===== config.mk =====
export PLATFORM = sky130hd
export DESIGN_NAME = mem_stage_sram_ctrl
export DESIGN_NICKNAME = d
export VERILOG_FILES = /design/src/rtl/mem_stage_sram_ctrl.sv
export SDC_FILE = /design/constraint.sdc
export NUM_CORES = 1
export LEC_CHECK = 0
export ABC_AREA = 1
export BUFFER_PORTS_ARGS = -buffer_cell sky130_fd_sc_hd__buf_2
export CORE_ASPECT_RATIO = 1.1
export CORE_MARGIN = 5
export CORE_UTILIZATION = 52
export DETAILED_ROUTE_END_ITERATION = 12
export PLACE_DENSITY = 0.84
export SETUP_SLACK_MARGIN = 0.02
export SLEW_MARGIN = 20
export SYNTH_ARGS = -nofsm -noshare
export SYNTH_HDL_FRONTEND = slang
export SYNTH_SLANG_ARGS = --single-unit
export TNS_END_PERCENT = 1

===== constraint.sdc =====
create_clock -name clk -period 3.75 [get_ports clk]
set_clock_uncertainty 0.05 [all_clocks]
set_input_delay 0.1875 -clock clk [delete_from_list [all_inputs] [get_ports clk]]
set_output_delay 0.1875 -clock clk [all_outputs]
set_load 0.05 [all_outputs]

===== src/rtl/mem_stage_sram_ctrl.sv =====
// MEM stage with a 16-bit asynchronous SRAM port. Each 32-bit word is moved as
// two halfword accesses (low half first). The pipeline is held via 'ready'
// while the access runs.
module mem_stage_sram_ctrl #(
   parameter int BASE_ADDR   = 1024,
   parameter int SRAM_AW     = 18,
   parameter int WAIT_CYCLES = 2
) (
   input  logic               clk,
   input  logic               rst,
   input  logic               WB_EN_IN,
   input  logic               MEM_R_EN_IN,
   input  logic               MEM_W_EN_IN,
   input  logic [31:0]        ALU_result_IN,
   input  logic [31:0]        Val_Rm_IN,
   input  logic [3:0]         Dest_IN,
   output logic               WB_EN,
   output logic               MEM_R_EN,
   output logic [31:0]        ALU_result,
   output logic [31:0]        MEM_read_value,
   output logic [3:0]         Dest,
   output logic               ready,
   output logic [SRAM_AW-1:0] SRAM_ADDR,
   output logic [15:0]        SRAM_DQ_OUT,
   output logic               SRAM_DQ_OE,
   input  logic [15:0]        SRAM_DQ_IN,
   output logic               SRAM_WE_N
);

   localparam int             CW     = (WAIT_CYCLES > 1) ? $clog2(WAIT_CYCLES) : 1;
   localparam logic [CW-1:0]  LAST   = CW'(WAIT_CYCLES - 1);
   localparam logic [31:0]    BASE_L = 32'(BASE_ADDR);
   // WE_N level on the first cycle of a write phase: with a single-cycle phase
   // that cycle is also the hold cycle, so the strobe never asserts (stores
   // need WAIT_CYCLES >= 2 to actually write).
   localparam logic           WE_N_FIRST = (WAIT_CYCLES == 1);

   typedef enum logic [2:0] {IDLE, RD_LO, RD_HI, WR_LO, WR_HI, DONE} state_t;

   state_t             state_reg;
   logic [CW-1:0]      cnt_reg;
   logic [15:0]        lo_tmp_reg;
   logic [31:0]        rd_word_reg;
   logic [SRAM_AW-1:0] addr_reg;
   logic [15:0]        dq_out_reg;
   logic               oe_reg;
   logic               we_n_reg;

   logic               borrow;
   logic [SRAM_AW-2:0] word_idx;
   logic [SRAM_AW-1:0] lo_addr;
   logic [SRAM_AW-1:0] hi_addr;
   logic               cnt_last;
   logic               next_is_last;

   // Word index of (address - base), computed only over the bits that survive
   // truncation; the borrow from the ignored byte-offset bits keeps it exact.
   assign borrow   = (ALU_result_IN[1:0] < BASE_L[1:0]);
   assign word_idx = ALU_result_IN[SRAM_AW:2] - BASE_L[SRAM_AW:2]
                     - {{(SRAM_AW-2){1'b0}}, borrow};
   assign lo_addr  = {word_idx, 1'b0};
   assign hi_addr  = {word_idx, 1'b1};

   assign cnt_last     = (cnt_reg == LAST);
   assign next_is_last = ((cnt_reg + CW'(1)) == LAST);

   // Stall while a request waits in IDLE or any halfword phase is running.
   assign ready = !(((state_reg == IDLE) && (MEM_R_EN_IN || MEM_W_EN_IN)) ||
                    (state_reg == RD_LO) || (state_reg == RD_HI) ||
                    (state_reg == WR_LO) || (state_reg == WR_HI));

   assign WB_EN          = WB_EN_IN & ready;
   assign MEM_R_EN       = MEM_R_EN_IN;
   assign ALU_result     = ALU_result_IN;
   assign Dest           = Dest_IN;
   assign MEM_read_value = rd_word_reg;
   assign SRAM_ADDR      = addr_reg;
   assign SRAM_DQ_OUT    = dq_out_reg;
   assign SRAM_DQ_OE     = oe_reg;
   assign SRAM_WE_N      = we_n_reg;

   // Access sequencer; SRAM bus signals are registered for the upcoming state.
   always_ff @(posedge clk or negedge rst) begin
      if (!rst) begin
         state_reg   <= IDLE;
         cnt_reg     <= '0;
         lo_tmp_reg  <= '0;
         rd_word_reg <= '0;
         addr_reg    <= '0;
         dq_out_reg  <= '0;
         oe_reg      <= 1'b0;
         we_n_reg    <= 1'b1;
      end else begin
         case (state_reg)
            IDLE: begin
               cnt_reg <= '0;
               if (MEM_R_EN_IN) begin
                  state_reg <= RD_LO;
                  addr_reg  <= lo_addr;
                  oe_reg    <= 1'b0;
                  we_n_reg  <= 1'b1;
               end else if (MEM_W_EN_IN) begin
                  state_reg  <= WR_LO;
                  addr_reg   <= lo_addr;
                  dq_out_reg <= Val_Rm_IN[15:0];
                  oe_reg     <= 1'b1;
                  we_n_reg   <= WE_N_FIRST;
               end else begin
                  addr_reg   <= '0;
                  dq_out_reg <= '0;
                  oe_reg     <= 1'b0;
                  we_n_reg   <= 1'b1;
               end
            end
            RD_LO: begin
               if (cnt_last) begin
                  lo_tmp_reg <= SRAM_DQ_IN;
                  cnt_reg    <= '0;
                  state_reg  <= RD_HI;
                  addr_reg   <= hi_addr;
               end else begin
                  cnt_reg <= cnt_reg + CW'(1);
               end
            end
            RD_HI: begin
               if (cnt_last) begin
                  // Publish both halves together so the visible word never mixes loads.
                  rd_word_reg <= {SRAM_DQ_IN, lo_tmp_reg};
                  cnt_reg     <= '0;
                  state_reg   <= DONE;
                  addr_reg    <= '0;
               end else begin
                  cnt_reg <= cnt_reg + CW'(1);
               end
            end
            WR_LO: begin
               if (cnt_last) begin
                  cnt_reg    <= '0;
                  state_reg  <= WR_HI;
                  addr_reg   <= hi_addr;
                  dq_out_reg <= Val_Rm_IN[31:16];
                  we_n_reg   <= WE_N_FIRST;
               end else begin
                  cnt_reg  <= cnt_reg + CW'(1);
                  we_n_reg <= next_is_last;
               end
            end
            WR_HI: begin
               if (cnt_last) begin
                  cnt_reg    <= '0;
                  state_reg  <= DONE;
                  addr_reg   <= '0;
                  dq_out_reg <= '0;
                  oe_reg     <= 1'b0;
                  we_n_reg   <= 1'b1;
               end else begin
                  cnt_reg  <= cnt_reg + CW'(1);
                  we_n_reg <= next_is_last;
               end
            end
            DONE: begin
               // Pipeline advances on this edge; never re-issue the same access.
               state_reg <= IDLE;
               cnt_reg   <= '0;
            end
            default: begin
               state_reg <= IDLE;
               cnt_reg   <= '0;
            end
         endcase
      end
   end

endmodule


==> out/qor.csv <==
stage,metric,value,unit
run_status,outcome,completed,
setup_path,CP cell instances,nor2_2 -> nand2_2 -> inv_2 -> nand2_1 -> a21boi_0 -> buf_2,
detailed_routing,Final ANT Viol Nets,0,
setup_path,Reg2Reg Depth,7,
logic_synthesis,Synth Warn #,0,
timing,Slew headroom,0.4970,
setup_path,buffers plus inverters on the worst setup path,2,
layout,max reg flops,32,
logic_synthesis,"Top FF cell, synth",dfrtp_1,
detailed_routing,initial DRC count,136,
setup_path,Worst EP arrival,1870,ps
setup_path,CP Launch Point,state_reg[2],
timing,final setup vio count,0,
pwr,leak pwr,2.950,nW
clock_tree,clock root cell,clkbuf_8,
logic_synthesis,Synth Cell Area,0.004603,mm^2
min_path,HP Class,in2reg,
pwr,Final Total Pwr,5.217,mW
timing,final hold vios,0,
setup_path,r2r startpoint,state_reg[2],
logic_synthesis,Synth top area share,0.4730,
flow_run,Max-Cap Viols,0,
setup_path,Worst R2R Setup Slack,1710,ps
detailed_routing,post-detailed-route DRC marker count,0,
detailed_routing,final WL,10270,um
die,I/O pin cnt,196,
global_routing,global route overflow,0,
timing,fin crit share,0.5613,
setup_path,critical path type,reg2out,
logic_synthesis,sequential share of the synthesized area,0.4787,
detailed_routing,via count,3671,
layout,Final Cell Area,0.005415,mm^2
setup_path,crit-path max FO,5,
place,I/O Buffers,157,
layout,"commonest non-fill, non-tap cells in the layout","buf_2 (156), nand2_1 (118), dfrtp_1 (87), inv_1 (64), o21ai_0 (38)",
logic_synthesis,Cells after Synth,504,
setup_path,worst setup path end,WB_EN,
layout,"most common cell after layout, fill and taps aside",buf_2,
layout,"Area growth, synth to finish",17.64,%
detailed_routing,routed len/inst,13.78,um
logic_synthesis,Post-synth EDFFs,0,
logic_synthesis,synth unique cells,31,
die,Die Footprint,0.01084,mm^2
detailed_routing,First-pass DRT Iterations,4,
place,Final GP Congestion,0.8950,
timing,crit path time final,2105,ps
timing,Worst Max-Slew Pin Slew,754.5,ps
layout,nets@finish,723,
logic_synthesis,ys async rst share,1.000,
clock_tree,CTS tree,yes,
clock_tree,CTS Buffer Depth,2,
setup_path,CP endpoint kind,output port,
clock_tree,Clock Sink Count,88,
setup_path,Worst EP required,3510,ps
timing,Fmax achieved,475.1,MHz
die,core area,0.008738,mm^2
timing,worst hold margin,27.55,ps
clock_tree,clock latency on the worst-skew pair,350,ps
logic_synthesis,syn_nets,601,
clock_tree,CTS H-Tree Depth,3,
layout,share of cells above drive strength 1,0.3803,
layout,n_diodes,0,
logic_synthesis,"area leader, netlist",dfrtp_1,
global_routing,Tot GR Track Use,0.1916,
die,Die Y,108.7,um
logic_synthesis,Area contributors post-synth,"dfrtp_1 (47%), nand2_1 (9.6%), mux2_2 (9.1%)",
setup_path,Critical Path Slowest Stage Cell,dfrtp_1,
logic_synthesis,Mean Syn Cell Area,9.133,um^2
min_path,Worst Min Path Start,SRAM_DQ_IN[1],
setup_path,Worst path top cell family by delay,flip-flops,
global_routing,vias in the first global route,3734,
global_routing,initial antenna violation count,0,
layout,FILL cells,763,
clock_tree,"Clk pin slew, worst setup/hold paths",90,ps
die,num rows,36,
timing,RSZ-0062 raised after global routing,false,
clock_tree,CTS buffer count,9,
place,detailed placement HPWL,7939,um
layout,final core occ,0.6197,
detailed_routing,DR vias/cell,4.928,
setup_path,Crit path largest cell delay,450,ps
global_routing,largest net degree at the start of global routing,89,
timing,Setup TNS,0,ps
place,Placement Cell Area,0.005179,mm^2
setup_path,Startpoint Class,register,
setup_path,WP depth,6,
global_routing,first-pass GRT wire length,16780,um
setup_path,reg2reg end,SRAM_ADDR[4],
die,die span in x,99.71,um
logic_synthesis,"flops & latches, synth",88,
pwr,Power Dens Cells,963.4,mW/mm^2
die,initial cell density of the core,0.5268,
pwr,maximum vdd drop,0.3966,mV
timing,fin. max-slew vios,0,
synthesized netlist by cell type, types with 4 or more instances:
master,count
o21ai_0,38
nor2_2,6
nand2_2,4
nor2_1,20
inv_1,64
ha_1,8
mux2_2,37
a21oi_1,7
mux2_4,10
nand3_1,26
buf_4,45
o21ai_1,5
dfrtp_1,87
nand2_1,118
through the flow:
stage,setup WS [ps],cells
floorplan,1551,504
global placement,1706,727
detailed placement,1566,727
CTS,1552,744
global route,1499,745
finish,1645,745
worst min-delay path by stage:
stage	endpoint	slack, ps	cells after the start
global placement	ALU_result[20]	330	0
detailed placement	ALU_result[20]	330	0
finish	lo_tmp_reg[1]	30	2
global route	MEM_read_value[29]	10	2
floorplan	MEM_read_value[0]	-160	0
CTS	MEM_read_value[9]	1	1
metal layers:
layer  up-vias  track usage  routed length, um
li1       1810            -                  -
met1      1714       0.2289               4094
met2       130       0.3398               5226
met3        17      0.03903                788
met4         0      0.07220                157
met5         -            0                  0
where the power goes:
part,switching (mW),leakage [nW],total (mW),internal [mW]
Clock,0.328,0.101,0.661,0.332
Combinational,2.09,1.77,2.89,0.795
Sequential,0.261,1.08,1.67,1.41
area by class of cell:
type                       count  area, um^2  share of cell area
clock buffer                  11       141.4             0.02611
multi-input combinational    299        1787              0.3299
timing repair buffer         160       819.5              0.1513
clock inverter                 5       63.81             0.01178
sequential                    88        2203              0.4069
inverter                      68       257.7             0.04760
tap                          114       142.6             0.02634
logic make-up (layout without fill, tap and decap cells):
family,Yosys count,after routing,share of synthesized area
flip-flops,88,88,0.4787
multiplexers,48,48,0.1256
AND/OR/NAND/NOR,180,180,0.1617
adder cells (fa/ha/maj),8,8,0.02175
buffers and inverters,117,244,0.1348
XOR/XNOR,5,5,0.009515
AO/OA/AOI/OAI,58,58,0.06795
what timing repair did:
action / in CTS / in global routing
hold buffers: 1 / 1
gates resized for setup: 0 / 0
buffers inserted: 0 / 0
hold endpoints to repair: 1 / 87
No activity file was read; power rests on OpenSTA's default activity.
